<file path="src/rtl/aes_frame_parser.sv">
// -----------------------------------------------------------------------------
// aes_frame_parser
//
// Pops tagged words from a first-word-fall-through FIFO, decodes a frame
// header, loads the key and IV, and assembles 128-bit blocks for the AES round
// core. CBC chaining is applied before the core on encrypt. For decrypt and CTR
// the XOR mask is exported for the downstream stage.
//
// Parameters
//   WORD_W : payload word width (32 or 64); WPB = 128/WORD_W words per block
//   LEN_W  : width of the header block count and of the block counter
//
// Ports
//   clk, rst                : clock, synchronous active-high reset
//   in_data, in_empty, rd_en: FIFO side; tag in [WORD_W+1:WORD_W]
//                             (01 header, 00 payload, 10 last payload, 11 rsvd)
//   key, key_mode, key_load : assembled key, size code, completion pulse
//   dir, chain_mode         : latched header fields
//   blk_data, blk_mask      : block to the core, post-XOR mask
//   blk_valid, blk_ready    : block handshake
//   blk_last                : qualifies the final block of the frame
//   chain_data, chain_valid : ciphertext feedback from the core (CBC encrypt)
//   frame_done              : pulse after the final block handshake
//   err, err_code           : error pulse and held error code
//   busy                    : high outside IDLE
//   dbg_state               : current FSM state for observation
//
// Optional feature macro: AES_CTR_EN (makes chain mode 2 = CTR legal).
//
// Block handshake: a block transfers on a rising edge where blk_valid and
// blk_ready are both high. Once blk_valid rises it stays high, with blk_data,
// blk_mask and blk_last unchanged, until that transfer happens.
// -----------------------------------------------------------------------------
module aes_frame_parser #(
    parameter int WORD_W = 32,
    parameter int LEN_W  = 8
) (
    input  logic              clk,
    input  logic              rst,
    input  logic [WORD_W+1:0] in_data,
    input  logic              in_empty,
    output logic              rd_en,
    output logic [255:0]      key,
    output logic [1:0]        key_mode,
    output logic              key_load,
    output logic              dir,
    output logic [1:0]        chain_mode,
    output logic [127:0]      blk_data,
    output logic [127:0]      blk_mask,
    output logic              blk_valid,
    input  logic              blk_ready,
    output logic              blk_last,
    input  logic [127:0]      chain_data,
    input  logic              chain_valid,
    output logic              frame_done,
    output logic              err,
    output logic [2:0]        err_code,
    output logic              busy,
    output logic [2:0]        dbg_state
);

    localparam int         WPB   = 128 / WORD_W;
    localparam logic [1:0] WLAST = 2'(WPB - 1);
    localparam logic [2:0] KL128 = 3'(128 / WORD_W - 1);
    localparam logic [2:0] KL192 = 3'(192 / WORD_W - 1);
    localparam logic [2:0] KL256 = 3'(256 / WORD_W - 1);

    typedef enum logic [2:0] {
        S_IDLE    = 3'd0,
        S_KEY     = 3'd1,
        S_IV      = 3'd2,
        S_COLLECT = 3'd3,
        S_OUT     = 3'd4,
        S_DRAIN   = 3'd5
    } state_t;

    state_t             state_q, state_d;
    logic [255:0]       key_q, key_d;
    logic [1:0]         key_mode_q, key_mode_d;
    logic               key_load_q, key_load_d;
    logic               dir_q, dir_d;
    logic [1:0]         mode_q, mode_d;
    logic [LEN_W-1:0]   nblk_q, nblk_d;
    logic [LEN_W-1:0]   blk_cnt_q, blk_cnt_d;
    logic [2:0]         k_cnt_q, k_cnt_d;
    logic [1:0]         w_cnt_q, w_cnt_d;
    logic [127:0]       iv_q, iv_d;
    logic [127:0]       raw_q, raw_d;
    logic [127:0]       prev_q, prev_d;
    logic [127:0]       chain_q, chain_d;
    logic               chain_seen_q, chain_seen_d;
    logic               frame_done_q, frame_done_d;
    logic               err_q, err_d;
    logic [2:0]         err_code_q, err_code_d;

    logic [1:0]         tag;
    logic [WORD_W-1:0]  pay;
    logic [LEN_W-1:0]   h_nblk;
    logic               h_dir;
    logic [2:0]         h_kc;
    logic [1:0]         h_cm;
    logic               kc_ok;
    logic               cm_ok;
    logic [1:0]         h_km;
    logic [2:0]         klast;
    logic               last_blk;
    logic               cbc_enc;
    logic               need_chain;
    logic               hs;

    assign tag    = in_data[WORD_W+1:WORD_W];
    assign pay    = in_data[WORD_W-1:0];
    assign h_nblk = pay[LEN_W-1:0];
    assign h_dir  = pay[LEN_W];
    assign h_kc   = pay[LEN_W+3:LEN_W+1];
    assign h_cm   = pay[LEN_W+5:LEN_W+4];

    // Header field legality and key-size decode.
    always_comb begin
        kc_ok = 1'b1;
        h_km  = 2'b00;
        case (h_kc)
            3'b101:  h_km = 2'b00;
            3'b100:  h_km = 2'b01;
            3'b011:  h_km = 2'b10;
            default: kc_ok = 1'b0;
        endcase
`ifdef AES_CTR_EN
        cm_ok = (h_cm != 2'd3);
`else
        cm_ok = (h_cm < 2'd2);
`endif
    end

    always_comb begin
        case (key_mode_q)
            2'b00:   klast = KL128;
            2'b01:   klast = KL192;
            default: klast = KL256;
        endcase
    end

    assign last_blk   = (blk_cnt_q == (nblk_q - LEN_W'(1)));
    assign cbc_enc    = (mode_q == 2'd1) && dir_q;
    // Block 0 of CBC encrypt uses the IV, so only later blocks wait on the core.
    assign need_chain = cbc_enc && (blk_cnt_q != '0);
    assign blk_valid  = (state_q == S_OUT) && (!need_chain || chain_seen_q);
    assign hs         = blk_valid && blk_ready;
    assign blk_last   = blk_valid && last_blk;

    // Header words are never popped mid-frame, so the next frame starts clean.
    always_comb begin
        rd_en = 1'b0;
        case (state_q)
            S_IDLE, S_KEY, S_IV:  rd_en = !in_empty;
            S_COLLECT, S_DRAIN:   rd_en = !in_empty && (tag != 2'b01);
            default:              rd_en = 1'b0;
        endcase
    end

    always_comb begin
        state_d      = state_q;
        key_d        = key_q;
        key_mode_d   = key_mode_q;
        key_load_d   = 1'b0;
        dir_d        = dir_q;
        mode_d       = mode_q;
        nblk_d       = nblk_q;
        blk_cnt_d    = blk_cnt_q;
        k_cnt_d      = k_cnt_q;
        w_cnt_d      = w_cnt_q;
        iv_d         = iv_q;
        raw_d        = raw_q;
        prev_d       = prev_q;
        chain_d      = chain_q;
        chain_seen_d = chain_seen_q;
        frame_done_d = 1'b0;
        err_d        = 1'b0;
        err_code_d   = err_code_q;

        // Core feedback may arrive while the next block is still being
        // collected; capture the first strobe after each handshake.
        if (chain_valid && need_chain && !chain_seen_q &&
            (state_q == S_COLLECT || state_q == S_OUT)) begin
            chain_d      = chain_data;
            chain_seen_d = 1'b1;
        end

        case (state_q)
            S_IDLE: begin
                if (rd_en) begin
                    if (tag == 2'b01) begin
                        nblk_d       = h_nblk;
                        dir_d        = h_dir;
                        mode_d       = h_cm;
                        key_mode_d   = h_km;
                        key_d        = '0;
                        err_code_d   = 3'd0;
                        k_cnt_d      = '0;
                        w_cnt_d      = '0;
                        blk_cnt_d    = '0;
                        chain_seen_d = 1'b0;
                        if (!kc_ok) begin
                            err_d      = 1'b1;
                            err_code_d = 3'd2;
                        end else if (!cm_ok) begin
                            err_d      = 1'b1;
                            err_code_d = 3'd3;
                        end else if (h_nblk == '0) begin
                            err_d      = 1'b1;
                            err_code_d = 3'd4;
                        end else begin
                            state_d = S_KEY;
                        end
                    end else begin
                        err_d      = 1'b1;
                        err_code_d = 3'd1;
                        if (tag != 2'b10) state_d = S_DRAIN;
                    end
                end
            end
            S_KEY: begin
                if (rd_en) begin
                    key_d[int'(k_cnt_q)*WORD_W +: WORD_W] = pay;
                    k_cnt_d = k_cnt_q + 3'd1;
                    if (k_cnt_q == klast) begin
                        key_load_d = 1'b1;
                        w_cnt_d    = '0;
                        state_d    = (mode_q == 2'd0) ? S_COLLECT : S_IV;
                    end
                end
            end
            S_IV: begin
                if (rd_en) begin
                    iv_d[int'(w_cnt_q)*WORD_W +: WORD_W] = pay;
                    if (w_cnt_q == WLAST) begin
                        w_cnt_d = '0;
                        state_d = S_COLLECT;
                    end else begin
                        w_cnt_d = w_cnt_q + 2'd1;
                    end
                end
            end
            S_COLLECT: begin
                if (!in_empty) begin
                    // Only the closing word of the final block may carry tag 10.
                    if (tag == ((last_blk && w_cnt_q == WLAST) ? 2'b10 : 2'b00)) begin
                        raw_d[int'(w_cnt_q)*WORD_W +: WORD_W] = pay;
                        if (w_cnt_q == WLAST) begin
                            w_cnt_d = '0;
                            state_d = S_OUT;
                        end else begin
                            w_cnt_d = w_cnt_q + 2'd1;
                        end
                    end else begin
                        err_d      = 1'b1;
                        err_code_d = 3'd5;
                        state_d    = S_DRAIN;
                    end
                end
            end
            S_OUT: begin
                if (hs) begin
                    prev_d       = raw_q;
                    chain_seen_d = 1'b0;
                    if (last_blk) begin
                        frame_done_d = 1'b1;
                        state_d      = S_IDLE;
                    end else begin
                        blk_cnt_d = blk_cnt_q + LEN_W'(1);
                        state_d   = S_COLLECT;
                    end
                end
            end
            S_DRAIN: begin
                if (!in_empty && (tag == 2'b01 || tag == 2'b10)) state_d = S_IDLE;
            end
            default: state_d = S_IDLE;
        endcase
    end

    always_ff @(posedge clk) begin
        if (rst) begin
            state_q      <= S_IDLE;
            key_q        <= '0;
            key_mode_q   <= '0;
            key_load_q   <= 1'b0;
            dir_q        <= 1'b0;
            mode_q       <= '0;
            nblk_q       <= '0;
            blk_cnt_q    <= '0;
            k_cnt_q      <= '0;
            w_cnt_q      <= '0;
            iv_q         <= '0;
            raw_q        <= '0;
            prev_q       <= '0;
            chain_q      <= '0;
            chain_seen_q <= 1'b0;
            frame_done_q <= 1'b0;
            err_q        <= 1'b0;
            err_code_q   <= '0;
        end else begin
            state_q      <= state_d;
            key_q        <= key_d;
            key_mode_q   <= key_mode_d;
            key_load_q   <= key_load_d;
            dir_q        <= dir_d;
            mode_q       <= mode_d;
            nblk_q       <= nblk_d;
            blk_cnt_q    <= blk_cnt_d;
            k_cnt_q      <= k_cnt_d;
            w_cnt_q      <= w_cnt_d;
            iv_q         <= iv_d;
            raw_q        <= raw_d;
            prev_q       <= prev_d;
            chain_q      <= chain_d;
            chain_seen_q <= chain_seen_d;
            frame_done_q <= frame_done_d;
            err_q        <= err_d;
            err_code_q   <= err_code_d;
        end
    end

    // Datapath selection by chaining mode; the default covers ECB.
    always_comb begin
        blk_data = raw_q;
        blk_mask = '0;
        case (mode_q)
            2'd1: begin
                if (dir_q) blk_data = raw_q ^ ((blk_cnt_q == '0) ? iv_q : chain_q);
                else       blk_mask = (blk_cnt_q == '0) ? iv_q : prev_q;
            end
`ifdef AES_CTR_EN
            2'd2: begin
                blk_data = {iv_q[127:32], iv_q[31:0] + 32'(blk_cnt_q)};
                blk_mask = raw_q;
            end
`endif
            default: ;
        endcase
    end

    assign key        = key_q;
    assign key_mode   = key_mode_q;
    assign key_load   = key_load_q;
    assign dir        = dir_q;
    assign chain_mode = mode_q;
    assign frame_done = frame_done_q;
    assign err        = err_q;
    assign err_code   = err_code_q;
    assign busy       = (state_q != S_IDLE);
    assign dbg_state  = state_q;

endmodule

</file>
<file path="config.mk">
export PLATFORM = sky130hd
export DESIGN_NAME = aes_frame_parser
export DESIGN_NICKNAME = d
export VERILOG_FILES = /design/src/rtl/aes_frame_parser.sv
export SDC_FILE = /design/constraint.sdc
export NUM_CORES = 2
export LEC_CHECK = 0
export BUFFER_PORTS_ARGS = -buffer_cell sky130_fd_sc_hd__buf_4
export CORE_MARGIN = 2
export CORE_UTILIZATION = 40
export DETAILED_ROUTE_END_ITERATION = 8
export PLACE_DENSITY_LB_ADDON = 0.08
export REMOVE_ABC_BUFFERS = 1
export SYNTH_ARGS = -nofsm -noshare
export SYNTH_HDL_FRONTEND = slang
export SYNTH_SLANG_ARGS = --single-unit
</file>
<file path="constraint.sdc">
create_clock -name clk -period 6.05 [get_ports clk]
set_clock_uncertainty 0.05 [all_clocks]
set_input_delay 0.3025 -clock clk [delete_from_list [all_inputs] [get_ports clk]]
set_output_delay 0.3025 -clock clk [all_outputs]
set_load 0.05 [all_outputs]
</file>
After elaboration in Yosys (flattened, before gate mapping)
Index checks and enable logic that the tools add are counted.

Register bits: 804. Input bits: 167. Logic and storage cells: 189.

Shifts and indexed selects: 4. Mux-type cells: 77. Magnitude comparators: 1. $add $sub $neg: 6. Eq/ne operators: 35. Reductions and logical operators: 42. Bitwise logic cells: 6.

Operator list (count): $mux 128 (6); $mux 256 (3); $pmux 256 s2 (1); $bwmux 128 (2); $bwmux 256 (1); $shift 32x33->256 const A (1); $shiftx 32x33->256 (1); $shift 32x33->128 const A (1); $shiftx 32x33->128 (1); $xor 128x128->128 (1); $mux 3 (25); $neg 7->33 (1); $neg 8->33 (1); $mux 8 (4); $ne 2x2->1 const B (12); $mux 2 (10); $pmux 3 s2 (3); $pmux 3 s6 (1); $logic_not 8->1 (2); $pmux 8 s2 (1); $mux 1 (15); $ne 3x3->1 const B (5); $reduce_and 13->1 (1); $eq 3x3->1 const B (4); other kinds (33) (68).

Logic depth before layout (Yosys ltp)
Word-level depth: 10. Gate-level depth with buffers: 12. Mapped depth without buffers: 9.

Worst setup path before layout
No wires, ideal clock.

Kind: register -> output. From: register nblk_q[0]. To: output port blk_last. Setup slack: 2627 ps. Stages on the path, launching flop included: 10. Arrival: 3071 ps. Buffers on the path: 1. Cell sequence: dfxtp_1 > inv_1 > ha_1 > or3b_4 > or4_4 > a21oi_2 > o2111a_1 > buf_6 > nand2_1 > nor3_1.

Cells in the longest elaborated chain, start to end: 3.

RTL lines: start: declaration (line 83) `logic [LEN_W-1:0] nblk_q, nblk_d;`; start signal: assignment (line 309) `nblk_q <= nblk_d;`; $sub 8x1->8 (line 143) `assign last_blk = (blk_cnt_q == (nblk_q - LEN_W'(1)));`; $eq 8x8->1 (line 143); $logic_and 1x1->1 (line 149) `assign blk_last = blk_valid && last_blk;`; end: declaration (line 52) `output logic blk_last,`.

No other way between the ends.

Worst setup path after layout
From: register blk_cnt_q[0]. To: output port blk_data[45].

Cells in the longest elaborated chain, start to end: 5.

RTL lines: start: declaration (line 84) `logic [LEN_W-1:0] blk_cnt_q, blk_cnt_d;`; start signal: assignment (line 310) `blk_cnt_q <= blk_cnt_d;`; $logic_not 8->1 (line 330) `if (dir_q) blk_data = raw_q ^ ((blk_cnt_q == '0) ? iv_q : chain_q);`; $mux 128 (line 330); $xor 128x128->128 (line 330); $mux 128 (line 330); $mux 128 (line 328) `case (mode_q)`; end: declaration (line 48) `output logic [127:0] blk_data,`.

No other way between the ends.

==> flow_summary.ini <==
[critical_path]
crit_path_max_fanout = 116
cp_cell_sequence = inv_1 -> ha_1 -> or4b_1 -> or4_4 -> buf_12 -> nand2_1 -> a21oi_1 -> xor2_1 -> buf_4
arrival_ns = 3.96
r2r_cells = 9
slowest_delay_ns = 0.75
r2r-end = prev_q[41]
path_buf_inv = 3
critPathLaunchType = flip-flop
reg2reg_from = w_cnt_q[0]
cp-end-kind = primary output
required_ns = 5.70
critPathTopFamily = simple AND/OR/NAND/NOR gates
path_class = reg -> out
crit_slowest_cell = or4_4
reg2reg_slack_ns = 1.81

[logic_synthesis]
synth_edf_count = 0
synth_top_cells_by_area = dfxtp_1 (47%), a21oi_1 (13%), nand2_1 (13%)
ys_seq_area_share_pct = 46.9
synth_area_leader_cell = dfxtp_1
dominantRegCellSynth = dfxtp_1
synth_area_per_cell_sq_um = 7.59
synth_cell_types = 66
synthCells = 4528
synth_top_area_share_pct = 46.9
async_flop_share_pct = 0
yosysWarnings = 0
syn-cell-area_sq_mm = 0.0343
yosys_register_bits = 804

[clocking]
cts_resized = 0
clock_latency_ns = 0.65
cts_sinks = 804
clk_pin_slew_ns = 0.06
numCtsBuffers = 90
cts_buffer_depth = 3
hold_buffers = 130
post-cts-setup-buffers = 0
h-tree-depth = 3
root_buffer = clkbuf_16
cts_tree = yes

[route]
wl_per_cell_microns = 23.1
drtPass1Iterations = 6
ant_nets = 0
drt-total-wl_microns = 145000
drc_errors = 0
vias_per_cell = 5.56
vias = 34800
drtIter0Drc = 3020

[hold_path]
hp-class = in -> reg
min_to = key[84]
hold_start = rst
worst_hold_path.num_cells = 2

[grt]
grt_use_total_pct = 31.1
grt_max_degree = 221
grt_pass1_vias = 32900
grt_pass1_wl_microns = 213000
grt_overflow = 0
antenna_found_initial = 4

[timing]
period_minus_slack_ns = 4.32
rsz0062_at_grt = false
setup_viol = 0
timing.fmax_ghz = 0.232
hold_viol = 0
maxSlewHeadroom_pct = 17.5
post-route-period-util_pct = 71.4
setup_slack_ns = 1.73
slew_violations = 0
tightestPinTransition_ns = 1.23

[finish]
drive_gt1_share_pct = 18.6
fin_nets = 5228
area_growth_pct = 28.7
fin_area_sq_mm = 0.0442

[pwr]
leakagePower_nw = 16.2
vdd_drop_max_v = 0.000256
power_density_mw_per_mm2 = 285

[run]
cap_violations = 0

[floorplanning]
rows = 107
fp.dieArea_sq_mm = 0.0882
die-height_microns = 297
io_pins = 697
dieWidth_microns = 297
start_util_pct = 40.3
core_sq_mm = 0.0851

[run_status]
status = completed

[placement]
post-place-ws_ns = 1.88
dp_hpwl_microns = 84900
postPlaceCellArea_sq_mm = 0.0399
portBuffers = 696
place_congestion = 0.814
[stage by stage]
stage	util [%]	cells	power (mW)	hold WS, ns	TNS, ns
2_1_floorplan	-	4062	6.23	0.317	-1892.22
3_3_place_gp	46.9	5969	7.06	0.388	0
3_5_place_dp	46.9	5969	7.06	0.394	0
4_1_cts	51.9	6262	12.7	0.0256	0
5_1_grt	51.9	6262	13.0	0.0519	0
6_report	51.9	6265	12.6	0.0466	0
[cell usage in the layout, fill, tap and decap left out, types with 15 or more instances in the layout]
master and instances:
dlygate4sd3_1 130, clkbuf_16 90, buf_4 756, nand2b_1 17, clkbuf_8 24, a22oi_1 125
a21oi_1 885, a32oi_1 47, o211ai_1 129, nand2_1 1160, nand3_1 333, nor2_1 219
xor2_1 131, dfxtp_1 804, nor3_1 33, clkbuf_1 22, nand4_1 15
[cell type report]
| cell class | count | area (sq um) |
|---|---|---|
| diodes | 3 | 7.51 |
| clock buffers | 136 | 2670 |
| clock inverters | 27 | 323 |
| fillers | 8403 | 40900 |
| inverters | 15 | 56.3 |
| multi-input cells | 3243 | 16500 |
| flip-flops and latches | 804 | 16100 |
| well taps | 1144 | 1430 |
| repair buffers | 893 | 7110 |
[metal layers]
metal	track usage, %	vias up	routed length (microns)
met1	40.6	16800	60100
met5	0	-	13
met4	11.6	2	4960
li1	-	16500	-
met3	6.96	220	11900
met2	50.4	1353	67700
[cell usage after synthesis, types with 2 or more instances]
| cell | n |
|---|---|
| nand2_1 | 1161 |
| a21oi_1 | 889 |
| dfxtp_1 | 804 |
| clkbuf_1 | 380 |
| nand3_1 | 334 |
| nor2_1 | 226 |
| xor2_1 | 131 |
| o211ai_1 | 129 |
| a22oi_1 | 125 |
| buf_2 | 61 |
| a32oi_1 | 47 |
| nor3_1 | 34 |
| buf_1 | 22 |
| nand2b_1 | 17 |
| nand4_1 | 15 |
| ha_1 | 14 |
| inv_1 | 14 |
| mux2i_1 | 10 |
| nor3b_1 | 7 |
| or3_1 | 7 |
| xnor2_1 | 7 |
| nor4_1 | 6 |
| o21ai_0 | 6 |
| o31a_1 | 5 |
| a211oi_1 | 4 |
| a31oi_1 | 4 |
| and2_0 | 4 |
| and3_1 | 4 |
| nand3b_1 | 4 |
| a21o_1 | 3 |
| and2_1 | 3 |
| o31ai_1 | 3 |
| o31ai_2 | 3 |
| or4_1 | 3 |
| a311oi_1 | 2 |
| and4_1 | 2 |
| and4_2 | 2 |
| nor2b_1 | 2 |
| nor4_2 | 2 |
| o21a_1 | 2 |
| o21ai_1 | 2 |
| or2_2 | 2 |
| or3b_2 | 2 |
| or4_4 | 2 |
[power breakdown]
| part | internal, mW | switching, mW | total (mW) |
|---|---|---|---|
| Sequential | 5.35 | 0.0679 | 5.42 |
| Clock | 3.23 | 2.35 | 5.58 |
| Combinational | 0.385 | 1.23 | 1.62 |
[cell families (layout without fill, tap and decap cells)]
logic type | count (synthesis) | after routing | share of synthesized area [%]
other | 0 | 3 | 0
XOR/XNOR | 138 | 138 | 3.52
flip-flops | 804 | 804 | 46.9
AO/OA/AOI/OAI | 1236 | 1236 | 20.9
multiplexers | 11 | 11 | 0.324
AND/OR/NAND/NOR | 1844 | 1844 | 22.4
adder cells (fa/ha/maj) | 14 | 14 | 0.510
buffers and inverters | 481 | 1071 | 5.52
[state kept, by name (all words and copies together) (netlist names), 2 cells and up]
register	count
blk_cnt_q	8
chain_mode	2
chain_q	128
dbg_state	3
err_code	3
iv_q	128
k_cnt_q	3
key	256
key_mode	2
nblk_q	8
prev_q	128
raw_q	128
w_cnt_q	2
[worst max-delay path by stage]
| stage | cells past startpoint | slack, ns | from | endpoint |
|---|---|---|---|---|
| after floorplan | 9 | -8.14 | blk_cnt_q[0] | blk_cnt_q[6] |
| after global placement | 9 | 1.98 | w_cnt_q[0] | prev_q[57] |
| after detailed placement | 9 | 1.88 | w_cnt_q[0] | prev_q[17] |
| after CTS | 9 | 1.80 | blk_cnt_q[0] | blk_data[2] |
| after global routing | 9 | 1.48 | w_cnt_q[0] | prev_q[59] |
| final | 9 | 1.73 | blk_cnt_q[0] | blk_data[45] |
Power figures use the tool's default switching activity.
